File: config.mk
export PLATFORM = sky130hd
export DESIGN_NAME = fifo_wptr_full
export DESIGN_NICKNAME = d
export VERILOG_FILES = /design/src/rtl/fifo_pkg.sv /design/src/rtl/sync_2ff.sv /design/src/rtl/fifo_wptr_full.sv
export SDC_FILE = /design/constraint.sdc
export NUM_CORES = 1
export LEC_CHECK = 0
export CELL_PAD_IN_SITES_DETAIL_PLACEMENT = 0
export CELL_PAD_IN_SITES_GLOBAL_PLACEMENT = 1
export CORE_MARGIN = 2
export CORE_UTILIZATION = 38
export CTS_CLUSTER_SIZE = 24
export DETAILED_ROUTE_END_ITERATION = 7
export PLACE_DENSITY_LB_ADDON = 0.1
export SLEW_MARGIN = 20
export SYNTH_ARGS = -nofsm -noshare
export SYNTH_HDL_FRONTEND = slang
export SYNTH_HIERARCHICAL = 1
export SYNTH_SLANG_ARGS = --single-unit
File: constraint.sdc
create_clock -name wclk -period 4.5 [get_ports wclk]
set_clock_uncertainty 0.15 [all_clocks]
set_input_delay 0.45 -clock wclk [delete_from_list [all_inputs] [get_ports wclk]]
set_output_delay 0.45 -clock wclk [all_outputs]
set_load 0.01 [all_outputs]
File: src/rtl/fifo_pkg.sv
// Shared constants and Gray-code helpers for the write- and read-side pointer blocks.
package fifo_pkg;

  localparam int FIFO_ADDR_WIDTH = 3;
  localparam int FIFO_DATA_WIDTH = 4;
  localparam int PTR_W           = FIFO_ADDR_WIDTH + 1;

  function automatic logic [31:0] bin2gray(input logic [31:0] b);
    return b ^ (b >> 1);
  endfunction

  // Callers zero-extend narrower pointers; leading zeros leave the result unchanged.
  function automatic logic [31:0] gray2bin(input logic [31:0] g);
    logic [31:0] b;
    b[31] = g[31];
    for (int i = 30; i >= 0; i--) begin
      b[i] = b[i+1] ^ g[i];
    end
    return b;
  endfunction

endpackage

File: src/rtl/sync_2ff.sv
// Two-flop synchroniser for multi-bit Gray pointers crossing into i_clk.
module sync_2ff #(
  parameter int W = 4
) (
  input  logic         i_clk,
  input  logic         i_rst_n,
  input  logic [W-1:0] i_d,
  output logic [W-1:0] o_q
);

  logic [W-1:0] r_meta;
  logic [W-1:0] r_sync;

  always_ff @(posedge i_clk or negedge i_rst_n) begin
    if (!i_rst_n) begin
      r_meta <= '0;
      r_sync <= '0;
    end else begin
      r_meta <= i_d;
      r_sync <= r_meta;
    end
  end

  assign o_q = r_sync;

endmodule

File: src/rtl/fifo_wptr_full.sv
// Write-domain pointer/flag stage of the dual-clock FIFO: address, write enable,
// Gray write pointer, registered full, almost-full, fill level and sticky overflow.
module fifo_wptr_full
  import fifo_pkg::*;
#(
  parameter int ADDR_WIDTH = FIFO_ADDR_WIDTH,
  parameter int AF_MARGIN  = 2
) (
  input  logic                  wclk,
  input  logic                  rst_n,
  input  logic                  winc,
  input  logic                  wovf_clr,
  input  logic [ADDR_WIDTH:0]   rq_rptr,
  output logic [ADDR_WIDTH-1:0] waddr,
  output logic                  wen,
  output logic [ADDR_WIDTH:0]   wptr,
  output logic                  wfull,
  output logic                  walmost_full,
  output logic [ADDR_WIDTH:0]   wlevel,
  output logic                  woverflow
);

  localparam int PW    = ADDR_WIDTH + 1;
  localparam int DEPTH = 2 ** ADDR_WIDTH;

  logic [PW-1:0] r_wbin;
  logic [PW-1:0] r_wptr;
  logic          r_wfull;
  logic          r_wovf;

  logic          w_wen;
  logic [PW-1:0] w_wbin_next;
  logic [PW-1:0] w_wgray_next;
  logic [PW-1:0] w_rq2_rptr;
  logic [PW-1:0] w_rq2_bin;
  logic [PW-1:0] w_full_cmp;
  logic [PW-1:0] w_level;
  logic [PW-1:0] w_free;

  sync_2ff #(.W(PW)) u_sync_rptr (
    .i_clk   (wclk),
    .i_rst_n (rst_n),
    .i_d     (rq_rptr),
    .o_q     (w_rq2_rptr)
  );

  // Binary bit i of a Gray value is the XOR of all Gray bits at or above i.
  genvar gi;
  generate
    for (gi = 0; gi < PW; gi++) begin : g_gray2bin
      assign w_rq2_bin[gi] = ^(w_rq2_rptr >> gi);
    end
  endgenerate

  assign w_wen        = winc & ~r_wfull;
  assign w_wbin_next  = r_wbin + {{(PW-1){1'b0}}, w_wen};
  assign w_wgray_next = w_wbin_next ^ (w_wbin_next >> 1);

  // Full when the writer is exactly one lap ahead: top two Gray bits inverted.
  assign w_full_cmp   = {~w_rq2_rptr[PW-1:PW-2], w_rq2_rptr[PW-3:0]};

  assign w_level      = r_wbin - w_rq2_bin;
  assign w_free       = PW'(DEPTH) - w_level;

  always_ff @(posedge wclk or negedge rst_n) begin
    if (!rst_n) begin
      r_wbin  <= '0;
      r_wptr  <= '0;
      r_wfull <= 1'b0;
      r_wovf  <= 1'b0;
    end else begin
      r_wbin  <= w_wbin_next;
      r_wptr  <= w_wgray_next;
      r_wfull <= (w_wgray_next == w_full_cmp);
      if (winc && r_wfull) begin
        r_wovf <= 1'b1;
      end else if (wovf_clr) begin
        r_wovf <= 1'b0;
      end
    end
  end

  assign waddr        = r_wbin[ADDR_WIDTH-1:0];
  assign wen          = w_wen;
  assign wptr         = r_wptr;
  assign wfull        = r_wfull;
  assign wlevel       = w_level;
  assign walmost_full = (w_free <= PW'(AF_MARGIN));
  assign woverflow    = r_wovf;

endmodule

After elaboration in Yosys (flattened, before gate mapping)
Cells that the tools add are included.
Word-level totals
  bits in writable memories: 0
  register bits after elaboration: 18
  logic and storage cells: 23
  memories kept: 0
  output and inout bits: 15
  bits of input ports: 8
  bits in latches: 0
  ROM bits: 0
Cells by class
  bitwise operators: 4
  multiply operators: 0
  mux-type cells: 2
  div/mod/pow operators: 0
  shift operators: 0
  $add $sub $neg: 3
  equal/unequal tests: 1
  reductions and logical operators: 6
  order comparisons: 1
Operator list (count)
  $reduce_xor 4->1: 4
  $add 4x1->4: 1
  $eq 4x4->1: 1
  $le 4x2->1 const B: 1
  $sub 4x4->4: 1
  $sub 4x4->4 const A: 1
  $xor 4x3->4: 1
  $mux 1: 2
  $not 2->2: 1
  $reduce_bool 2->1: 1
  $and 1x1->1: 1
  $logic_and 1x1->1: 1
  $not 1->1: 1

Depth between registers and ports, before layout
Gate-level depths: netlist (run 1).
  word-level depth: 5
  gate-level depth with buffers: 11
  mapped depth without buffers: 11

Cells and area by module
Netlist (run 1), hierarchy kept.
By module, submodules not included
  fifo_wptr_full: cells an instance 56, times used 1, sequential area each 225.2 sq um, area each 596.8 sq um
  sync_2ff: cells an instance 8, times used 1, sequential area each 200.2 sq um, area each 200.2 sq um

Worst setup path before layout (run 1)
No wires, ideal clock.
  path type: register to output
  start: register u_sync_rptr.r_sync[3] (netlist: u_sync_rptr/o_q[3])
  end: output port walmost_full
  setup slack: 1.202 ns
  buffers on the path: 0
  cell stages (with the launch flop): 12
  required time: 3.900 ns
  arrival time: 2.698 ns
  cells stage by stage: dfrtp_1 xnor2_1 xor2_1 xnor2_1 ha_1 inv_1 fa_1 inv_1 ha_1 nor2b_1 nor3b_1 mux2_2
Between the ends
  cells in the longest elaborated chain, start to end: 4
  elaborated cells between the ends (all ways): 7
  classes of those cells: 2 x add/sub; 1 x order compare; 4 x reduce/logical
Ends and longest elaborated chain
  start: declaration: line sync_2ff.sv:12  | logic [W-1:0] r_sync;
  start signal: assignment: line sync_2ff.sv:20  | r_sync <= r_meta;
  $reduce_xor 4->1: line fifo_wptr_full.sv:51  | assign w_rq2_bin[gi] = ^(w_rq2_rptr >> gi);
  $sub 4x4->4 *: line fifo_wptr_full.sv:62  | assign w_level = r_wbin - w_rq2_bin;
  via wlevel[1]: line fifo_wptr_full.sv:19  | output logic [ADDR_WIDTH:0] wlevel,
  $sub 4x4->4 *: line fifo_wptr_full.sv:63  | assign w_free = PW'(DEPTH) - w_level;
  $le 4x2->1 *: line fifo_wptr_full.sv:88  | assign walmost_full = (w_free <= PW'(AF_MARGIN));
  end: declaration: line fifo_wptr_full.sv:18  | output logic walmost_full,
The timed path passes the listed nets; every way through them passes the cells marked *.

Final worst setup path (run 1)
  start: register u_sync_rptr.r_sync[3] (netlist: u_sync_rptr/o_q[3])
  end: output port walmost_full
Between the ends
  cells in the longest elaborated chain, start to end: 4
  elaborated cells between the ends (all ways): 7
  classes of those cells: 2 x add/sub; 1 x order compare; 4 x reduce/logical
Ends and longest elaborated chain (line)
  $reduce_xor 4->1: fifo_wptr_full.sv:51
  $sub 4x4->4 *: fifo_wptr_full.sv:62
  $sub 4x4->4 *: fifo_wptr_full.sv:63
  $le 4x2->1 *: fifo_wptr_full.sv:88
Mark *: on every way between the ends. The rest lies on a longest branch, timed or not.

==> results.ini, run 1 <==
[sta]
worstMarginPinSlew_ns = 0.7000
setup-violations-final = 0
setup_tns_ns = 0
rsz0062_at_grt = false
final_max_slew_viol_count = 0
finalHoldViolCount = 0
fmax_ghz = 0.2413
finalCritPeriodShare_pct = 92.11
period_needed_ns = 4.145
relSlewSlack_pct = 53.19

[critical_path]
endpoint_kind = primary output
critPathSlowestCell = fa_1
ff2ff_path_depth = 7
slowest_delay_ns = 0.54
r2r_slack_ns = 2.42
r2r_start = wfull$_DFF_PN0_
critPathLaunch = u_sync_rptr/o_q[3]$_DFF_PN0_
cp_cell_sequence = xnor2_1 -> xor2_1 -> xnor2_1 -> ha_1 -> inv_1 -> fa_1 -> inv_1 -> ha_1 -> nor2b_1 -> nor3_1 -> mux2_2 -> clkdlybuf4s50_1
critPathMaxFanout = 4
r2r-end = wfull$_DFF_PN0_
cp.arrival_ns = 3.54
cp.required_ns = 3.90
critical_path_class = reg2out
critPathLaunchType = flop

[global_route]
overflow = 0
grtUsageMet3_pct = 2.727
grt-busiest-layer = met2
antenna_found_initial = 0
grt_use_met1_pct = 15.49
grt_pass1_vias = 589
grt_util_met2_pct = 21.56
track_usage_pct = 12.92
grt_max_degree = 18
grt_first_pass_wirelength_um = 2366

[clocking]
postCtsHoldBufs = 0
cts_buffers = 3
cts_root_buf = clkbuf_4
post_cts_resize_count = 0
path_clk_slew_ns = 0.09
ctsHtreeMaxLevel = 1
post_cts_buffers = 0
cts.path.max_buffers = 2
insertion_delay_ns = 0.28
cts_tree = yes
clock-sinks = 17

[layout]
mostFrequentLayoutCell = clkdlybuf4s50_1
stdcell_count = 117
drive_above_1_share_pct = 5.556
register_area_um2 = 425.4
fin_area_mm2 = 0.001077
multi_input_area_um2 = 345.3
n_antenna_cell = 0
fin_nets = 107
fill_cells = 201
final_cell_mix = 22 x clkdlybuf4s50_1, 17 x dfrtp_1, 8 x xnor2_1
syn_to_final_growth_pct = 35.16

[logic_synthesis]
synth_edf_count = 0
synth_area_um2 = 797.0
ys_ff_latch = 17
ys_seq_area_share_pct = 53.38
yosysUniqueCellTypes = 17
async_flop_share_pct = 100.0
avgSynthCellArea_um2 = 12.45
yosys_most_used_dff = dfrtp_1
synth_top_area_cell = dfrtp_1
synthCells = 64
synth.net_count = 80
synth_area_leaders = dfrtp_1 53%, ha_1 11%, xnor2_1 8.8%
synth_top_area_share_pct = 53.38
synth_warnings = 6

[die]
core_area_mm2 = 0.001962
rows = 16
die_area_mm2 = 0.002480
die_y_um = 49.80
ioPinCount = 23
die_w_um = 49.80
start_util_pct = 40.62

[power_and_ir_drop]
p_leak_nw = 0.4700
powerDensity_mw_per_mm2 = 837.0
peakVddDrop_mv = 0.3870

[place]
routabilityCongestion = 0.6789
dpl-instance-area_mm2 = 0.001051
io_buffers = 22
numPlacedInstances = 113
hpwlAfterDp_um = 1043

[status]
status = completed

[worst_hold_path]
hp-class = reg2reg
min_from = u_sync_rptr/r_meta[1]$_DFF_PN0_
worstHoldPathCells = 0
min_to = u_sync_rptr/o_q[1]$_DFF_PN0_

[detailed_routing]
dr.pass1.iters = 2
ant_nets = 0
drc = 0
vias_per_cell = 4.342
vias = 508
wl_per_cell_um = 10.85
postRouteWirelength_um = 1269
drtIter0Drc = 2

[flow_run]
cap_violations = 0

## layout make-up
class                           instances  share of cell area (%)
Sequential cell                        17                   39.49
Multi-Input combinational cell         40                   32.06
Timing Repair Buffer                   22                   20.44
Tap cell                               27                   3.136
Clock buffer                            4                   2.439
Inverter                                7                   2.439
## metrics by stage
stage                     worst slack (ns)  utilization [%]  hold WS, ns  power [mW]
after floorplan                      1.202                -     0.004409      0.5886
after global placement              0.6591            53.57       0.1823      0.8298
after detailed placement            0.5958            53.57       0.1847      0.8382
after CTS                           0.2854            54.91       0.2041      0.9193
after global routing               0.02537            54.91       0.2284      0.9872
final                               0.3552            54.91       0.2023      0.9017
## worst max-delay path: cells and delay by family, from the launching register on
family,cells,cell delay (ns)
muxes,1,0.17
adders and majority gates,3,0.99
and+or+nand+nor,2,0.31
xor gates and xnor gates,3,0.75
DFF,1,0.42
buffers and inverters,3,0.63
## report_power, final
part | internal, mW | switching (mW) | total (mW)
clock network | 0.0344 | 0.0414 | 0.0757
registers | 0.201 | 0.0368 | 0.238
logic | 0.326 | 0.262 | 0.588
total | 0.561 | 0.340 | 0.902
## cell usage after synthesis (all sizes together), types with 2 or more instances
cell type   n
nor3        2
inv         7
or3         2
ha          7
nor2b       2
dfrtp      17
xnor2       9
nand3       3
o21ai       2
xor2        6
nand2       2
## cell families after synthesis
group                      after synthesis  share of synthesized area [%]
DFF                                     17                          53.38
xor gates and xnor gates                15                          17.43
and+or+nand+nor                         12                          8.163
adders and majority gates                8                          13.50
buffers and inverters                    7                          3.297
AOI/OAI and AO/OA                        4                          2.826
muxes                                    1                          1.413
## worst max-delay path by stage
stage / cells past startpoint / endpoint / slack [ns]
final: 12 / walmost_full / 0.36
after floorplan: 11 / walmost_full / 1.20
after global routing: 12 / walmost_full / 0.03
after CTS: 12 / walmost_full / 0.29
after global placement: 12 / walmost_full / 0.66
after detailed placement: 12 / walmost_full / 0.60
## registers in the layout, summed over array words and instances (netlist names)
signal,count
r_wbin,4
u_sync_rptr/o_q,4
u_sync_rptr/r_meta,4
wptr,3
wfull,1
woverflow,1
## metal layers
| layer | share of wire, % | vias up |
|---|---|---|
| met5 | 0 | - |
| met4 | 1.1 | 0 |
| met3 | 3.8 | 2 |
| met2 | 50 | 11 |
| met1 | 45 | 238 |
| li1 | - | 257 |
No activity file was read; power rests on OpenSTA's default activity.
==> inputs of run 2 (changes only) <==
--- a/config.mk
+++ b/config.mk
@@ -7,10 +7,12 @@
 export LEC_CHECK = 0
 export CELL_PAD_IN_SITES_DETAIL_PLACEMENT = 0
 export CELL_PAD_IN_SITES_GLOBAL_PLACEMENT = 1
+export CORE_ASPECT_RATIO = 0.8
 export CORE_MARGIN = 2
 export CORE_UTILIZATION = 38
 export CTS_CLUSTER_SIZE = 24
 export DETAILED_ROUTE_END_ITERATION = 7
+export HOLD_SLACK_MARGIN = 0.08
 export PLACE_DENSITY_LB_ADDON = 0.1
 export SLEW_MARGIN = 20
 export SYNTH_ARGS = -nofsm -noshare
==> results.ini, run 2 (synthesis results as in run 1) <==
[die]
die_y_um = 44.96  ; -9.7%
core_area_mm2 = 0.001927  ; -1.8%
die_area_mm2 = 0.002482  ; +0.10%
die_w_um = 55.21  ; +11%
rows = 14  ; -2
start_util_pct = 41.36  ; +0.74 points
ioPinCount = 23  ; unchanged

[critical_path]
r2r-end = wfull$_DFF_PN0_
endpoint_kind = primary output
critPathLaunch = u_sync_rptr/o_q[3]$_DFF_PN0_
cp.required_ns = 3.90  ; about the same
critPathSlowestCell = fa_1
critical_path_class = reg2out
slowest_delay_ns = 0.58  ; +0.04 ns
critPathMaxFanout = 4  ; unchanged
ff2ff_path_depth = 7  ; unchanged
critPathLaunchType = flop
r2r_slack_ns = 2.43  ; about the same
cp_cell_sequence = xnor2_1 -> xor2_2 -> xnor2_1 -> ha_1 -> inv_1 -> fa_1 -> inv_1 -> ha_1 -> nor2b_1 -> nor3b_1 -> mux2_2 -> clkdlybuf4s50_1
cp.arrival_ns = 3.66  ; +0.12 ns
r2r_start = wfull$_DFF_PN0_

[power_and_ir_drop]
p_leak_nw = 0.4703  ; about the same
peakVddDrop_mv = 0.6132  ; +58%
powerDensity_mw_per_mm2 = 842.5  ; +0.65%

[worst_hold_path]
hp-class = reg2reg
min_from = u_sync_rptr/r_meta[3]$_DFF_PN0_
worstHoldPathCells = 0  ; unchanged
min_to = u_sync_rptr/o_q[3]$_DFF_PN0_

[place]
hpwlAfterDp_um = 1080  ; +3.6%
numPlacedInstances = 110  ; -2.7%
routabilityCongestion = 0.6748  ; -0.60%
io_buffers = 22  ; unchanged

[layout]
mostFrequentLayoutCell = clkdlybuf4s50_1
syn_to_final_growth_pct = 36.11
n_antenna_cell = 0  ; unchanged
drive_above_1_share_pct = 7.778  ; +2.2 points
stdcell_count = 114  ; -2.6%
fin_nets = 107  ; unchanged
final_cell_mix = 22 x clkdlybuf4s50_1, 17 x dfrtp_1, 8 x xnor2_1

[clocking]
insertion_delay_ns = 0.29  ; about the same
postCtsHoldBufs = 0  ; unchanged
cts.path.max_buffers = 2  ; unchanged
cts_tree = yes
cts_root_buf = clkbuf_4
path_clk_slew_ns = 0.10  ; about the same
cts_buffers = 3  ; unchanged
ctsHtreeMaxLevel = 1  ; unchanged
clock-sinks = 17  ; unchanged

[detailed_routing]
vias = 525  ; +3.3%
drc = 0  ; unchanged
vias_per_cell = 4.605  ; +6.1%
postRouteWirelength_um = 1309  ; +3.2%
drtIter0Drc = 8  ; +6
ant_nets = 0  ; unchanged
dr.pass1.iters = 3  ; +1
wl_per_cell_um = 11.48  ; +5.9%

[sta]
relSlewSlack_pct = 52.27  ; -0.92 points
finalHoldViolCount = 0  ; unchanged
setup_tns_ns = 0  ; unchanged
worstMarginPinSlew_ns = 0.7137  ; +0.01371 ns
finalCritPeriodShare_pct = 94.68  ; +2.6 points
fmax_ghz = 0.2347  ; -2.7%
final_max_slew_viol_count = 0  ; unchanged
period_needed_ns = 4.261  ; +0.1157 ns
rsz0062_at_grt = false
setup-violations-final = 0  ; unchanged

[global_route]
track_usage_pct = 12.67  ; -0.25 points
overflow = 0  ; unchanged
grt_max_degree = 18  ; unchanged
grt_first_pass_wirelength_um = 2283  ; -3.5%
grt_pass1_vias = 523  ; -11%
antenna_found_initial = 0  ; unchanged

[flow_run]
cap_violations = 0  ; unchanged

[status]
status = completed

[run 2: changes by cell type in the layout (fill, tap and decap cells not counted)]
cell        before  now
clkbuf_1         1    0
clkinvlp_4       0    1
xor2_1           6    5
xor2_2           0    1
[run 2: report_power, final]
group          internal (mW)  switching, mW  total [mW]  leakage (nW)
combinational          0.327          0.268       0.595         0.254
sequential             0.201         0.0365       0.237         0.203
clock                 0.0338         0.0474      0.0813        0.0139
[run 2: through the flow]
| stage | util [%] | hold WS (ns) | power (mW) | cell area (um2) | worst slack (ns) |
|---|---|---|---|---|---|
| floorplan | - | 0.004409 | 0.5886 | 797.0 | 1.202 |
| global placement | 54.35 | 0.1820 | 0.8303 | 1047 | 0.5260 |
| detailed placement | 54.35 | 0.1847 | 0.8425 | 1047 | 0.4939 |
| CTS | 55.91 | 0.2093 | 0.9286 | 1077 | 0.1329 |
| global route | 56.30 | 0.2169 | 0.9943 | 1085 | 0.02115 |
| finish | 56.30 | 0.2061 | 0.9139 | 1085 | 0.2395 |
[run 2: metal layers]
layer | global-route usage (%) | part of all wire, % | vias up
met5 | 0 | 0 | -
met4 | 4.390 | 0.99 | 0
met2 | 20.71 | 47 | 17
li1 | - | - | 260
met1 | 14.63 | 45 | 246
met3 | 6.590 | 7.0 | 2
[run 2: layout make-up]
cell class                 instances  area, um2
sequential                        17      425.4
inverter                           7      26.28
clock buffer                       3      22.52
timing repair buffer              22      220.2
multi-input combinational         40      352.8
fill                             174      842.1
clock inverter                     1      7.507
tap                               24      30.03
[run 2: timing repair]
item	CTS	global route
gates resized for setup	0	1
setup endpoints to repair	0	1
buffers inserted	0	0
[run 2: worst max path at each step]
stage,slack (ns),depth (start not counted),to
2_1_floorplan,1.20,11,walmost_full
3_3_place_gp,0.53,12,walmost_full
3_5_place_dp,0.49,12,walmost_full
4_1_cts,0.13,12,walmost_full
5_1_grt,0.02,12,walmost_full
6_report,0.24,12,walmost_full
[run 2: worst max-delay path: cells and delay by family, from the launching register on]
kind | cells | cell delay, ns
mux | 1 | 0.18
buf+inv | 3 | 0.63
flops | 1 | 0.43
simple gates | 2 | 0.33
xor+xnor | 3 | 0.74
fa+ha+maj | 3 | 1.04
